===== config.mk =====
export PLATFORM = sky130hd
export DESIGN_NAME = ip_daec_encoder_pipe
export DESIGN_NICKNAME = d
export VERILOG_FILES = /design/src/rtl/daec_pkg.sv /design/src/rtl/daec_parity_gen.sv /design/src/rtl/ip_daec_encoder_pipe.sv
export SDC_FILE = /design/constraint.sdc
export NUM_CORES = 1
export LEC_CHECK = 0
export CAP_MARGIN = 20
export CORE_UTILIZATION = 50
export CTS_CLUSTER_DIAMETER = 120
export CTS_CLUSTER_SIZE = 16
export DETAILED_ROUTE_END_ITERATION = 7
export MAX_ROUTING_LAYER = met4
export PLACE_DENSITY = 0.78
export SYNTH_ARGS = -nofsm -noshare
export SYNTH_HDL_FRONTEND = slang
export SYNTH_SLANG_ARGS = --single-unit

===== constraint.sdc =====
create_clock -name clk -period 15.8 [get_ports clk]
set_input_delay 3.16 -clock clk [delete_from_list [all_inputs] [get_ports clk]]
set_output_delay 3.16 -clock clk [all_outputs]
set_load 0.1 [all_outputs]

===== src/rtl/daec_pkg.sv =====
// daec_pkg: 8LC parity-check matrix, interleave split and DAEC parity helpers
//   ip_width/data_width : derived field widths for a message width and stride
//   H_8LC               : 7x42 parity rows, row p = parity bit p
//   ip_split            : returns {ipword, data} packed with data in the low bits
//   daec_parity         : parity of a 42-bit data field against a 7-row matrix
package daec_pkg;
  localparam int SPLIT_MAX = 256;
  function automatic int ip_width(input int msg_w, input int stride);
    return (msg_w + stride - 1) / stride;
  endfunction
  function automatic int data_width(input int msg_w, input int stride);
    return msg_w - ip_width(msg_w, stride);
  endfunction
  // Matrix kept column-wise (column 0 last) so every data bit's syndrome is readable.
  localparam logic [41:0][6:0] H_8LC_COLS = {
    7'h3E, 7'h3D, 7'h3B, 7'h37, 7'h2F, 7'h1F, 7'h70, 7'h68, 7'h64, 7'h62, 7'h61, 7'h58, 7'h54, 7'h52,
    7'h51, 7'h4C, 7'h4A, 7'h49, 7'h46, 7'h45, 7'h43, 7'h38, 7'h34, 7'h32, 7'h31, 7'h2C, 7'h2A, 7'h29,
    7'h26, 7'h25, 7'h23, 7'h1C, 7'h1A, 7'h19, 7'h16, 7'h15, 7'h13, 7'h0E, 7'h0D, 7'h0B, 7'h07, 7'h65};
  function automatic logic [6:0][41:0] cols_to_rows(input logic [41:0][6:0] c);
    logic [6:0][41:0] r;
    r = '0;
    for (int d = 0; d < 42; d++)
      for (int p = 0; p < 7; p++)
        r[p][d] = c[d][p];
    return r;
  endfunction
  localparam logic [6:0][41:0] H_8LC = cols_to_rows(H_8LC_COLS);
  // Walks the message once: stride positions go to the IP word, the rest fill data upward,
  // so trailing non-IP bits of a ragged message still land in the data field.
  function automatic logic [SPLIT_MAX-1:0] ip_split(input logic [SPLIT_MAX-1:0] msg, input int msg_w,
                                                    input int stride);
    logic [SPLIT_MAX-1:0] r;
    int d, k;
    r = '0;
    d = 0;
    k = data_width(msg_w, stride);
    for (int i = 0; i < msg_w; i++)
      if (i % stride == 0) begin
        r[k] = msg[i];
        k++;
      end else begin
        r[d] = msg[i];
        d++;
      end
    return r;
  endfunction
  function automatic logic [6:0] daec_parity(input logic [41:0] data, input logic [6:0][41:0] h);
    logic [6:0] p;
    p = '0;
    for (int i = 0; i < 7; i++) p[i] = ^(data & h[i]);
    return p;
  endfunction
endpackage


===== src/rtl/daec_parity_gen.sv =====
// daec_parity_gen: combinational DAEC parity, one XOR tree per H row
//   data_i   : data field
//   parity_o : parity bits, parity_o[p] = ^(data_i & H[p])
module daec_parity_gen #(
  parameter int D_W = 42,
  parameter int PAR_W = 7,
  parameter logic [PAR_W-1:0][D_W-1:0] H = daec_pkg::H_8LC
) (
  input  logic [D_W-1:0]   data_i,
  output logic [PAR_W-1:0] parity_o
);
  for (genvar p = 0; p < PAR_W; p++) begin : g_row
    assign parity_o[p] = ^(data_i & H[p]);
  end
endmodule


===== src/rtl/ip_daec_encoder_pipe.sv =====
// ip_daec_encoder_pipe: two-stage interleaved-parity + DAEC encoder with pair error injection
//   clk, rst                : clock, asynchronous active-high reset
//   in_valid_i/in_ready_o   : message handshake, in_msg_i with inj_en_i/inj_pos_i sidecar
//   out_valid_o/out_ready_i : result handshake
//   out_ipword_o, out_ip_o  : every IP_STRIDE-th message bit and their XOR
//   out_cw_o                : {data, parity}, optionally with an adjacent-pair flip
//   out_count_o             : completed output handshakes
module ip_daec_encoder_pipe
  import daec_pkg::*;
#(
  parameter int MSG_W = 64,
  parameter int IP_STRIDE = 3,
  parameter int PAR_W = 7,
  parameter logic [PAR_W-1:0][MSG_W-ip_width(MSG_W, IP_STRIDE)-1:0] H_MATRIX = H_8LC,
  parameter int CNT_W = 32
) (
  input  logic                                                     clk,
  input  logic                                                     rst,
  input  logic                                                     in_valid_i,
  output logic                                                     in_ready_o,
  input  logic [MSG_W-1:0]                                         in_msg_i,
  input  logic                                                     inj_en_i,
  input  logic [$clog2(MSG_W-ip_width(MSG_W, IP_STRIDE)+PAR_W)-1:0] inj_pos_i,
  output logic                                                     out_valid_o,
  input  logic                                                     out_ready_i,
  output logic [ip_width(MSG_W, IP_STRIDE)-1:0]                    out_ipword_o,
  output logic                                                     out_ip_o,
  output logic [MSG_W-ip_width(MSG_W, IP_STRIDE)+PAR_W-1:0]        out_cw_o,
  output logic [CNT_W-1:0]                                         out_count_o
);
  localparam int IP_W = ip_width(MSG_W, IP_STRIDE);
  localparam int D_W = MSG_W - IP_W;
  localparam int CW_W = D_W + PAR_W;
  localparam int POS_W = $clog2(CW_W);
  logic [SPLIT_MAX-1:0] split;
  logic                 unused_split;
  logic                 s1_valid_q, s1_valid_d, s1_ip_q, s1_inj_q;
  logic [IP_W-1:0]      s1_ipword_q;
  logic [D_W-1:0]       s1_data_q;
  logic [POS_W-1:0]     s1_pos_q;
  logic                 s2_valid_q, s2_valid_d, s2_ip_q;
  logic [IP_W-1:0]      s2_ipword_q;
  logic [CW_W-1:0]      s2_cw_q, s2_cw_d;
  logic [PAR_W-1:0]     parity;
  logic [CNT_W-1:0]     count_q, count_d;
  logic                 s2_ready, s1_load, s2_load, deliver;
  assign split = ip_split(SPLIT_MAX'(in_msg_i), MSG_W, IP_STRIDE);
  assign unused_split = ^split[SPLIT_MAX-1:MSG_W];
  daec_parity_gen #(.D_W(D_W), .PAR_W(PAR_W), .H(H_MATRIX)) u_parity (
    .data_i  (s1_data_q),
    .parity_o(parity)
  );
  assign deliver = s2_valid_q && out_ready_i;
  assign s2_ready = !s2_valid_q || out_ready_i;
  assign in_ready_o = !s1_valid_q || s2_ready;
  assign s1_load = in_valid_i && in_ready_o;
  assign s2_load = s1_valid_q && s2_ready;
  always_comb begin
    s1_valid_d = s1_load || (s1_valid_q && !s2_ready);
    s2_valid_d = s2_ready ? s1_valid_q : s2_valid_q;
    count_d = count_q + CNT_W'(deliver);
    // A pair mask shifted past the top truncates to the single MSB, or to nothing.
    s2_cw_d = {s1_data_q, parity} ^ (s1_inj_q ? CW_W'((CW_W + 1)'(3) << s1_pos_q) : '0);
  end
  always_ff @(posedge clk or posedge rst) begin
    if (rst) begin
      s1_valid_q  <= 1'b0;
      s1_ipword_q <= '0;
      s1_ip_q     <= 1'b0;
      s1_data_q   <= '0;
      s1_inj_q    <= 1'b0;
      s1_pos_q    <= '0;
      s2_valid_q  <= 1'b0;
      s2_ipword_q <= '0;
      s2_ip_q     <= 1'b0;
      s2_cw_q     <= '0;
      count_q     <= '0;
    end else begin
      s1_valid_q <= s1_valid_d;
      s2_valid_q <= s2_valid_d;
      count_q    <= count_d;
      if (s1_load) begin
        s1_ipword_q <= split[D_W+:IP_W];
        s1_ip_q     <= ^split[D_W+:IP_W];
        s1_data_q   <= split[D_W-1:0];
        s1_inj_q    <= inj_en_i;
        s1_pos_q    <= inj_pos_i;
      end
      if (s2_load) begin
        s2_ipword_q <= s1_ipword_q;
        s2_ip_q     <= s1_ip_q;
        s2_cw_q     <= s2_cw_d;
      end
    end
  end
  assign out_valid_o  = s2_valid_q;
  assign out_ipword_o = s2_ipword_q;
  assign out_ip_o     = s2_ip_q;
  assign out_cw_o     = s2_cw_q;
  assign out_count_o  = count_q;
endmodule


After elaboration in Yosys (flattened, before gate mapping)
Index checks and enable logic that the tools add are counted.

storage, ports and cells
  bits in registers = 178
  output and inout port bits = 106
  logic and storage cells = 33

cells by class
  add/subtract/negate cells = 1
  shift-type cells = 1
  muxes and demuxes = 1
  bitwise operators = 1
  reductions and logical operators = 18

operators by type and width
  kind                  count
  $reduce_xor 42->1     7
  $mux 49               1
  $shl 2x6->49 const A  1
  $xor 49x49->49        1
  $add 32x1->32         1
  $reduce_xor 22->1     1
  $logic_and 1x1->1     4
  $logic_not 1->1       3
  $logic_or 1x1->1      3

Logic depth before layout (Yosys ltp)
  depth after elaboration = 5
  depth in mapped cells = 8
  depth with buffers taken out = 7

Modules after synthesis
Synthesis repeated with hierarchy kept, for this count alone.

second synthesis, totals
  cell total of the unflattened synthesis = 726
  area total of the unflattened synthesis = 8,643.3 µm²

modules (own cells, without submodules)
  module                instances  cells each  area each (µm²)  sequential area each (µm²)
  ip_daec_encoder_pipe  1          648         7,773.7          4,454.3
  daec_parity_gen       1          78          869.6            0.0

Worst setup path before layout
Ideal clock, no wire load.

  path kind = input to output
  start = input out_ready_i
  end = output in_ready_o
  arrival time = 3.987 ns
  data required time = 12.640 ns
  setup slack = 8.653 ns
  cell stages on the path = 1
  cells stage by stage = nand3b_1

on the way
  cells in the longest elaborated chain, start to end = 2

ends and longest elaborated chain
  item              RTL line                    RTL
  start, declared   ip_daec_encoder_pipe.sv:25  input logic out_ready_i,
  $logic_or 1x1->1  ip_daec_encoder_pipe.sv:54  assign s2_ready = !s2_valid_q || out_ready_i;
  $logic_or 1x1->1  ip_daec_encoder_pipe.sv:55  assign in_ready_o = !s1_valid_q || s2_ready;
  end, declared     ip_daec_encoder_pipe.sv:20  output logic in_ready_o,

No other way between the ends.

Worst setup path in the final report
Same ends and word-level chain as after synthesis.

==> flow_summary.yaml <==
clock_tree:
  post_cts_buffers: 0
  cts_buffers: 17
  cts_hold_buf: 0
  clk_pin_slew_worst_paths_ps: 60
  clk-insertion-delay-late_ps: 430
  cts_tree: "done"
  cts-root-buf: "clkbuf_16"
  cts.sinks: 178
  clock_path_buffers: 2
  cts_resized: 0
  h-tree-depth: 4
yosys:
  ys_seq_area_share_pct: 51.39
  synthMuxAreaShare_pct: 12.72
  synth_top_family_by_area: "XOR/XNOR gates"
  postSynthCellCount: 724
  synth_fa_ha_area_share_pct: 0.7218
  synthXorXnorAreaFrac_pct: 20.47
  ys_ff_latch: 178
  avgSynthCellArea_um2: 11.97
  yosys_warnings: 0
  synth_cell_types: 38
  syn_area_mm2: 0.008667
  synth_compound_area_share_pct: 3.017
  synth-async-reset-ratio_pct: 100.0
  ys.flop_type: "dfrtp_1"
  synth_enable_flop_cells: 0
  synth-simple-area-share_pct: 10.00
  synthesis.nets: 804
power:
  combPwrFrac_pct: 49.6
  p_sw_share_pct: 45.25
  powerDensity_mw_per_mm2: 181.7
  peakVddDrop_uv: 163.1
  clkPwrFrac_pct: 19.9
  p_leak_nw: 4.674
  p_int_mw: 1.117
  seqPwrFrac_pct: 30.5
  p_switching_mw: 0.9231
setup_path:
  path_cells: "clkdlybuf4s50_1 -> nand3b_1 -> clkdlybuf4s50_1"
  r2r_slack_ps: 13410
  cp_common_cell: "clkdlybuf4s50_1"
  end_kind: "output pin"
  start_kind: "input pin"
  r2r_start: "s1_pos_q[5]$_DFFE_PP0P_"
  crit_path_top_delay_cell: "clkdlybuf4s50_1"
  critical-path-top-delay-family: "buffers and inverters"
  slowest_delay_ps: 1180
  arrival_ps: 5040
  cp.required_ps: 12640
  critPathMaxFanout: 3
  worst-r2r-cell-count: 5
  rr_endpoint: "out_cw_o[1]$_DFFE_PP0P_"
  timing.critical_path.buf_inv: 2
  crit_type: "input pin to output pin"
cells_and_area:
  nets: 976
  drive_above_1_share_pct: 15.31
  final_cell_mix: "clkdlybuf4s50_1 (180), dfrtp_1 (178), xnor2_1 (115), mux2_2 (97), nand2_1 (82)"
  area_growth_pct: 29.55
  final_common_cell: "clkdlybuf4s50_1"
  fillers: 1344
route:
  routed_wl_um: 20180
  route.detailed.drc: 0
  vias: 5917
  vias_per_cell: 5.241
  wl_per_cell_um: 17.87
  drt_iter0_markers: 426
  postRouteAntennaNets: 0
  first_pass_iters: 8
placement:
  place_ws_ps: 7620
  gp_congestion: 0.9860
  dp_hpwl_um: 14650
  io_buffers: 180
grt:
  antenna_found_initial: 1
  grt_first_pass_wirelength_um: 32060
  grt.total_usage_pct: 24.66
  grt_max_degree: 75
  grt_pass1_vias: 5905
  grt-ovfl-total: 0
min_path:
  whs_path_depth: 2
  hold_end: "out_cw_o[22]$_DFFE_PP0P_"
  hold_path_class: "register to register"
  worstHoldStart: "out_cw_o[22]$_DFFE_PP0P_"
die:
  pin_count: 181
  die_h_um: 133.7
  start_util_pct: 51.71
  die_x_um: 133.7
  dieArea_mm2: 0.01787
  core_area_mm2: 0.01676
  rows: 47
timing:
  finalMaxSlewViolations: 0
  grt_setup_unrepaired: "false"
  tightestPinTransition_ps: 1041
  setup-tns-final_ps: 0
  setup-violations-final: 0
  setup_ws_ps: 7601
  finalHoldViolations: 0
  fin_crit_sh_pct: 51.89
  timing.slew.headroom_pct: 30.36
  max_clock_freq_mhz: 122.0
  finalCriticalPeriod_ps: 8199
  clock_skew_ps: 6.740
outcome:
  status: "finished, final reports clean"
flow_run:
  maxCapViolCount: 0
-- worst min-delay path: stages, from the launching register on --
cell and delay (ps):
dfrtp_1 340, nand2_1 40, o21ai_0 60
-- routing by layer --
| layer | share of wire (%) | GRT usage [%] | vias up |
|---|---|---|---|
| met4 | 1.5 | 7.260 | 0 |
| li1 | - | - | 2771 |
| met1 | 46 | 34.15 | 2967 |
| met2 | 47 | 37.27 | 159 |
| met3 | 5.5 | 4.338 | 20 |
| met5 | 0 | - | - |
-- stage by stage --
step	hold slack [ps]	instances	power [mW]	area [um^2]	utilization (%)
finish	480.5	1129	2.040	11230	67.00
CTS	484.5	1128	2.049	11230	66.98
floorplan	446.0	724	1.388	8667	-
global placement	456.5	1097	1.628	10660	63.61
global route	502.4	1129	2.114	11230	67.00
detailed placement	469.9	1097	1.638	10660	63.61
-- registers in the layout, indices dropped and copies added, names as in the netlist --
name / count
out_cw_o: 49
s1_data_q: 42
out_count_o: 32
out_ipword_o: 22
s1_ipword_q: 22
s1_pos_q: 6
out_ip_o: 1
out_valid_o: 1
s1_inj_q: 1
s1_ip_q: 1
s1_valid_q: 1
-- kinds of logic after synthesis --
| kind of cell | after synthesis |
|---|---|
| and+or+nand+nor | 183 |
| DFF | 178 |
| xor gates and xnor gates | 173 |
| muxes | 98 |
| AOI/OAI and AO/OA | 52 |
| buffers and inverters | 35 |
| adders and majority gates | 5 |
-- Yosys cell counts, types with 2 or more instances --
| master | count | area share (%) |
|---|---|---|
| xnor3_1 | 17 | 4.4 |
| o21ai_0 | 48 | 2.8 |
| xnor2_1 | 115 | 12 |
| nor3b_1 | 2 | 0.17 |
| mux2_2 | 97 | 13 |
| and3_1 | 6 | 0.43 |
| xor2_1 | 39 | 3.9 |
| clkbuf_1 | 25 | 1.1 |
| nor2b_1 | 3 | 0.22 |
| nand2_1 | 84 | 3.6 |
| nand3b_1 | 3 | 0.26 |
| nor4_1 | 2 | 0.14 |
| nand3_1 | 13 | 0.75 |
| and4b_1 | 3 | 0.35 |
| dfrtp_1 | 178 | 51 |
| and2_1 | 3 | 0.22 |
| nand4_1 | 8 | 0.58 |
| buf_2 | 2 | 0.12 |
| a21oi_1 | 3 | 0.17 |
| nand2b_1 | 6 | 0.43 |
| inv_1 | 5 | 0.22 |
| nor2_1 | 30 | 1.3 |
| nor3_1 | 12 | 0.69 |
| ha_1 | 5 | 0.72 |
| and3b_1 | 2 | 0.20 |
-- worst max-delay path by stage --
stage,depth (start not counted),startpoint,slack (ps),to
3_3_place_gp,3,out_ready_i,7650,in_ready_o
6_report,3,out_ready_i,7600,in_ready_o
4_1_cts,3,out_ready_i,7610,in_ready_o
2_1_floorplan,1,rst,7810,out_count_o[0]$_DFF_PP0_
3_5_place_dp,3,out_ready_i,7620,in_ready_o
5_1_grt,3,out_ready_i,7570,in_ready_o
-- cell type report --
class                   instances  area (um^2)  area share [%]
clock buffers                  18        439.2           3.911
diodes                          1        2.502         0.02229
inverters                       5        23.77          0.2117
repair buffers                183         1824           16.25
well taps                     220        275.3           2.452
clock inverters                13        126.4           1.125
flip-flops and latches        178         4454           39.67
multi-input cells             511         4083           36.36
-- power groups by stage --
stage / registers [mW] / clock network [mW] / logic [mW]
floorplan: 1.03 / 0 / 0.355
global placement: 0.627 / 0 / 1.00
detailed placement: 0.629 / 0 / 1.01
CTS: 0.623 / 0.414 / 1.01
global route: 0.635 / 0.429 / 1.05
finish: 0.623 / 0.406 / 1.01
Power figures use the tool's default switching activity.
